--- config.mk ---
export PLATFORM = sky130hd
export DESIGN_NAME = reg_bank
export DESIGN_NICKNAME = d
export VERILOG_FILES = /design/src/rtl/reg_bank.sv
export SDC_FILE = /design/constraint.sdc
export NUM_CORES = 1
export LEC_CHECK = 0
export CAP_MARGIN = 20
export CORE_ASPECT_RATIO = 1.25
export CORE_MARGIN = 1.5
export CORE_UTILIZATION = 48
export CTS_BUF_LIST = sky130_fd_sc_hd__clkbuf_16
export DETAILED_ROUTE_END_ITERATION = 6
export GPL_TIMING_DRIVEN = 0
export HOLD_SLACK_MARGIN = 0.12
export PLACE_DENSITY = 0.73
export RECOVER_POWER = 25
export SYNTH_ARGS = -nofsm -noshare
export SYNTH_HDL_FRONTEND = slang
export SYNTH_SLANG_ARGS = --single-unit
--- constraint.sdc ---
create_clock -name clk -period 9.4 [get_ports clk]
set_clock_uncertainty 0.1 [all_clocks]
set_input_delay 2.82 -clock clk [delete_from_list [all_inputs] [get_ports clk]]
set_output_delay 2.82 -clock clk [all_outputs]
set_load 0.03 [all_outputs]
--- src/rtl/reg_bank.sv ---
// reg_bank: 16 x 32-bit register file with a per-register pending-write scoreboard.
// Optional feature: define RB_BYPASS_EN to forward same-cycle write-back data/completion to the read ports.
module reg_bank (
    input  logic        clk,
    input  logic        rst_n,
    input  logic [3:0]  in_WC,
    input  logic [31:0] in_WPC,
    input  logic        in_W_RB,
    input  logic [3:0]  in_R1,
    input  logic [3:0]  in_R2,
    output logic [31:0] out_D1,
    output logic [31:0] out_D2,
    input  logic        in_ISSUE,
    input  logic [3:0]  in_ISSUE_WC,
    output logic        out_BUSY1,
    output logic        out_BUSY2,
    output logic        out_STALL
);
    localparam int NUM_REGS = 16;

    logic [31:0]                rf_reg [NUM_REGS];
    logic [NUM_REGS-1:0][1:0]   cnt_reg;
    logic [NUM_REGS-1:0][1:0]   cnt_next;

    logic                wb_valid;
    logic                issue_accept;
    logic [NUM_REGS-1:0] wb_hit;
    logic [NUM_REGS-1:0] issue_hit;

    logic [31:0] d1_next;
    logic [31:0] d2_next;
    logic        busy1_next;
    logic        busy2_next;
    logic        stall_next;

    // R0 is never written and never counted, so it reads 0 and is never busy.
    assign wb_valid     = in_W_RB && (in_WC != 4'd0);
    assign issue_accept = in_ISSUE && !out_STALL && (in_ISSUE_WC != 4'd0);
    assign wb_hit       = wb_valid     ? (NUM_REGS'(1) << in_WC)       : '0;
    assign issue_hit    = issue_accept ? (NUM_REGS'(1) << in_ISSUE_WC) : '0;

    always_comb begin
        d1_next    = rf_reg[in_R1];
        d2_next    = rf_reg[in_R2];
        busy1_next = (cnt_reg[in_R1] != 2'd0);
        busy2_next = (cnt_reg[in_R2] != 2'd0);
`ifdef RB_BYPASS_EN
        // A write-back landing now completes the last pending write on a matching read.
        if (wb_valid && (in_WC == in_R1)) begin
            d1_next = in_WPC;
            if (cnt_reg[in_R1] == 2'd1) begin
                busy1_next = 1'b0;
            end
        end
        if (wb_valid && (in_WC == in_R2)) begin
            d2_next = in_WPC;
            if (cnt_reg[in_R2] == 2'd1) begin
                busy2_next = 1'b0;
            end
        end
`endif
        stall_next = in_ISSUE && (busy1_next || busy2_next || (cnt_reg[in_ISSUE_WC] == 2'd3));
    end

    // Outputs are forced quiet while reset is held, including the bypass path.
    assign out_D1    = rst_n ? d1_next : 32'd0;
    assign out_D2    = rst_n ? d2_next : 32'd0;
    assign out_BUSY1 = rst_n & busy1_next;
    assign out_BUSY2 = rst_n & busy2_next;
    assign out_STALL = rst_n & stall_next;

    always_comb begin
        cnt_next = cnt_reg;
        for (int i = 0; i < NUM_REGS; i++) begin
            if (issue_hit[i] && !wb_hit[i]) begin
                if (cnt_reg[i] != 2'd3) begin
                    cnt_next[i] = cnt_reg[i] + 2'd1;
                end
            end else if (wb_hit[i] && !issue_hit[i]) begin
                if (cnt_reg[i] != 2'd0) begin
                    cnt_next[i] = cnt_reg[i] - 2'd1;
                end
            end
        end
    end

    always_ff @(posedge clk or negedge rst_n) begin
        if (!rst_n) begin
            for (int i = 0; i < NUM_REGS; i++) begin
                rf_reg[i] <= 32'd0;
            end
            cnt_reg <= '0;
        end else begin
            if (wb_valid) begin
                rf_reg[in_WC] <= in_WPC;
            end
            cnt_reg <= cnt_next;
        end
    end
endmodule

==> summary.md <==
| Metric | Value |
|---|---|
| Outcome | finished with violations |
| Failing checks | max-capacitance violations, max-slew violations |
| Req. time, crit path | roughly 6.5 ns |
| Largest net degree at the start of global routing | 130 |
| Die ar. | roughly 63000 um2 |
| Overflow after GRT | 0 |
| WL per Instance | between 20 and 30 um |
| Initial antenna violation count | 3 |
| CTS Hold Bufs | 0 |
| Die H | approximately 280 um |
| Static leakage | around 0.014 uW |
| I/O Buffers | between 100 and 150 |
| Bufs and invs on worst path | 4 |
| Longest Clk Path Bufs | 3 |
| Hold Path Depth | 1 |
| Clk_lat worst skew | 0.62 ns |
| Ordered list of cells on the worst path | clkdlybuf4s50_1, buf_2, clkbuf_1, mux4_2, mux4_2, and2_1, clkdlybuf4s50_1 |
| Overall global routing resource usage | between 20% and 30% |
| Hold/Removal Path Class | reg -> reg |
| Delay-heaviest family, CP | buffers and inverters |
| Cell total after placement | roughly 2.8k |
| Unrepaired setup endpoints after global routing | false |
| Worst setup SP type | primary input |
| CTS HTree Levels | 2 |
| CTS root buf | clkbuf_16 |
| Layout cells sized above 1 | around 44% |
| Die Wd | about 220 um |
| Crit end category | output pin |
| DP Area | ~32000 um2 |
| Vias in the first global route | 20.5k |
| First DRT Iteration DRCs | about 1.7k |
| Min-delay src | rf_reg[505] |
| First-pass GRT wire length | between 100000 and 150000 um |
| Final Hold Fails | 0 |
| CP peak stage delay | 0.79 ns |
| CORE AREA | about 61000 um2 |
| Synthesized area | 29300 um2 |
| Cell variety after synth | 38 |
| Post-DP HPWL | a little under 60000 um |
| N_diodes | 0 |
| Period minus WS final | 9.30 ns |
| Row count | about 100 |
| DRC Markers | 0 |
| Rel. slew slack | -136% |
| CTS tree | built |
| Max reg flops | slightly above 500 |
| Register-to-register setup slack | between 6 and 7 ns |
| Synth-to-Final Area Change | 13.8% |
| Non-filler instance count after layout | between 2k and 3k |
| Total number of vias | around 19k |
| Via density | roughly 6.6 |
| Fin area | 33400 um2 |
| F_max | between 0.1 and 0.15 GHz |
| Net Count, Synth | slightly below 2k |
| GR Util met2 | 46.6% |
| Max IR drop VDD | between 100 and 150 uV |
| Critical R2R Capture | cnt_reg[6] |
| Period Utilization, post-route | a little over nine tenths |
| Critical path's slowest cell | clkbuf_1 |
| Drt pass-1 iters | 5 |
| Clk slew on worst S/H paths | approximately 0.060 ns |
| Grt met1 use | roughly a third |
| Sequential area share after synthesis | 46.4% |
| Slew Limit Fails | 181 |
| CP Depth | 7 |
| Worst-path fanout max | 10 |
| Final GP Congestion | about 0.92 |
| Seq cells post-synth | 544 |
| Syn avg cell area | approximately 15 um2 |
| Endpoint, Worst Hold | rf_reg[505] |
| Worst Tran Pin Value | approximately 3.5 ns |
| Number of routed nets with antenna violations | 0 |
| Reg2Reg Depth | 10 |
| Cell Pwr Density | between 200 and 250 nW/um2 |
| Fin nets | 2150 |
| Total Wirelength | around 86000 um |
| Finished Core Util | between 50% and 60% |
| Yosys warning total | 0 |
| Post-CTS setup buffers | 0 |
| Crit path DAT | 6.38 ns |
| Synth Instances | approximately 1.9k |
| Cts bufs inserted | 54 |
| GR Util met3 | 6.10% |
| FF-to-FF Start | cnt_reg[18] |
| Final setup fails | 0 |
| Grt peak-use layer | met2 |
| Kind of critical path | in -> out |
| Number of sinks on the clock net | ~540 |
| Initial Util | 48.4% |
| Number of placed I/O pins | around 120 |
| Max Cap Violations | 2 |
==> worst reg2reg max path, cell delays in order, from the launching register on <==
cell and delay (ns):
dfrtp_1 0.43, nor4b_1 0.37, nor4b_1 0.12, a22oi_1 0.23
nand3_1 0.14, o31a_1 0.44, buf_6 0.20, nor2_1 0.20
ha_1 0.30, o21bai_1 0.16, mux2i_1 0.12
==> report_power, final <==
group	leakage (uW)	internal (uW)	total, uW	switching, uW
Clock	0.000881	1180	2140	960
Combinational	0.00599	1070	1750	686
Sequential	0.00678	2830	3200	367
Total	0.0137	5080	7090	2010
==> worst max-delay path by stage <==
stage | from | to | slack (ns)
floorplan | in_R1[1] | out_D1[0] | 1.86
global placement | rst_n | cnt_reg[14] | -17.80
detailed placement | in_R2[1] | out_D2[19] | -0.24
CTS | in_R2[1] | out_D2[1] | 0.03
global route | in_R2[1] | out_D2[14] | 0.04
finish | in_R2[1] | out_D2[14] | 0.1
==> Yosys cell counts (all sizes together) <==
library cell	instances	area share, %
a311oi	2	0.060
nand2	33	0.42
and3	1	0.021
nand3b	6	0.15
conb	2	0.026
dfrtp	544	46
a21oi	22	0.38
buf	64	1.3
o21ai	38	0.65
o31a	1	0.030
nor4	11	0.28
clkbuf	139	1.8
o21bai	16	0.41
o2111ai	6	0.18
a41oi	1	0.030
nor2	29	0.37
ha	16	0.68
or3	3	0.064
mux2i	16	0.55
mux4	320	25
and2	70	1.5
nor3	8	0.14
mux2	480	18
nor4b	9	0.27
a22oi	2	0.051
a311o	2	0.068
nor3b	9	0.23
nand2b	2	0.043
a31oi	3	0.064
nor2b	19	0.41
nand3	10	0.17
inv	15	0.19
o211ai	4	0.10
==> kinds of logic (layout without fill, tap and decap cells) <==
kind of cell	Yosys count	after routing	synth area share (%)
AO/OA/AOI/OAI	97	97	2.02
adder cells (fa/ha/maj)	16	16	0.683
buffers and inverters	218	436	3.23
flip-flops	544	544	46.4
multiplexers	816	816	43.6
other	2	2	0.0256
AND/OR/NAND/NOR	210	210	4.06
==> metal layers <==
metal / routed length (um) / part of all wire, %
met1: 32200 / 37
met2: 42800 / 49
met3: 6310 / 7.3
met4: 5120 / 5.9
met5: 40 / 0.046
==> cells in the final DEF (no fill, tap or decap), types with 19 or more instances in the layout <==
master / n
nor2b_1: 19
clkdlybuf4s50_1: 109
buf_2: 22
clkbuf_1: 138
nor2_1: 29
a21oi_1: 22
mux4_2: 320
mux2_2: 480
clkbuf_16: 57
and2_1: 70
dfrtp_1: 544
nand2_1: 33
o21ai_0: 38
inv_1: 25
==> what timing repair did <==
item,CTS,global route
setup endpoints to repair,42,19
cloned,1,1
resized for setup,13,4
pin swaps,0,0
==> final cells by class <==
type                       count  area (um2)
sequential                   544       13600
inverter                      15        56.3
tap                          772         966
timing repair buffer         123        1320
fill                        4763       27200
clock buffer                  56        1400
clock inverter                39         297
multi-input combinational   1141       14800
buffer                       203         940
==> per-stage QoR <==
stage | power [uW] | TNS [ns] | hold WS (ns) | setup WS [ns]
2_1_floorplan | 4380 | 0 | 0.341 | 1.86
3_3_place_gp | 4850 | - | 0.352 | -17.80
3_5_place_dp | 4970 | -4.11 | 0.364 | -0.243
4_1_cts | 7100 | 0 | 0.381 | 0.0302
5_1_grt | 7350 | 0 | 0.399 | 0.0429
6_report | 7090 | 0 | 0.382 | 0.0953
No activity file was read; power rests on OpenSTA's default activity.
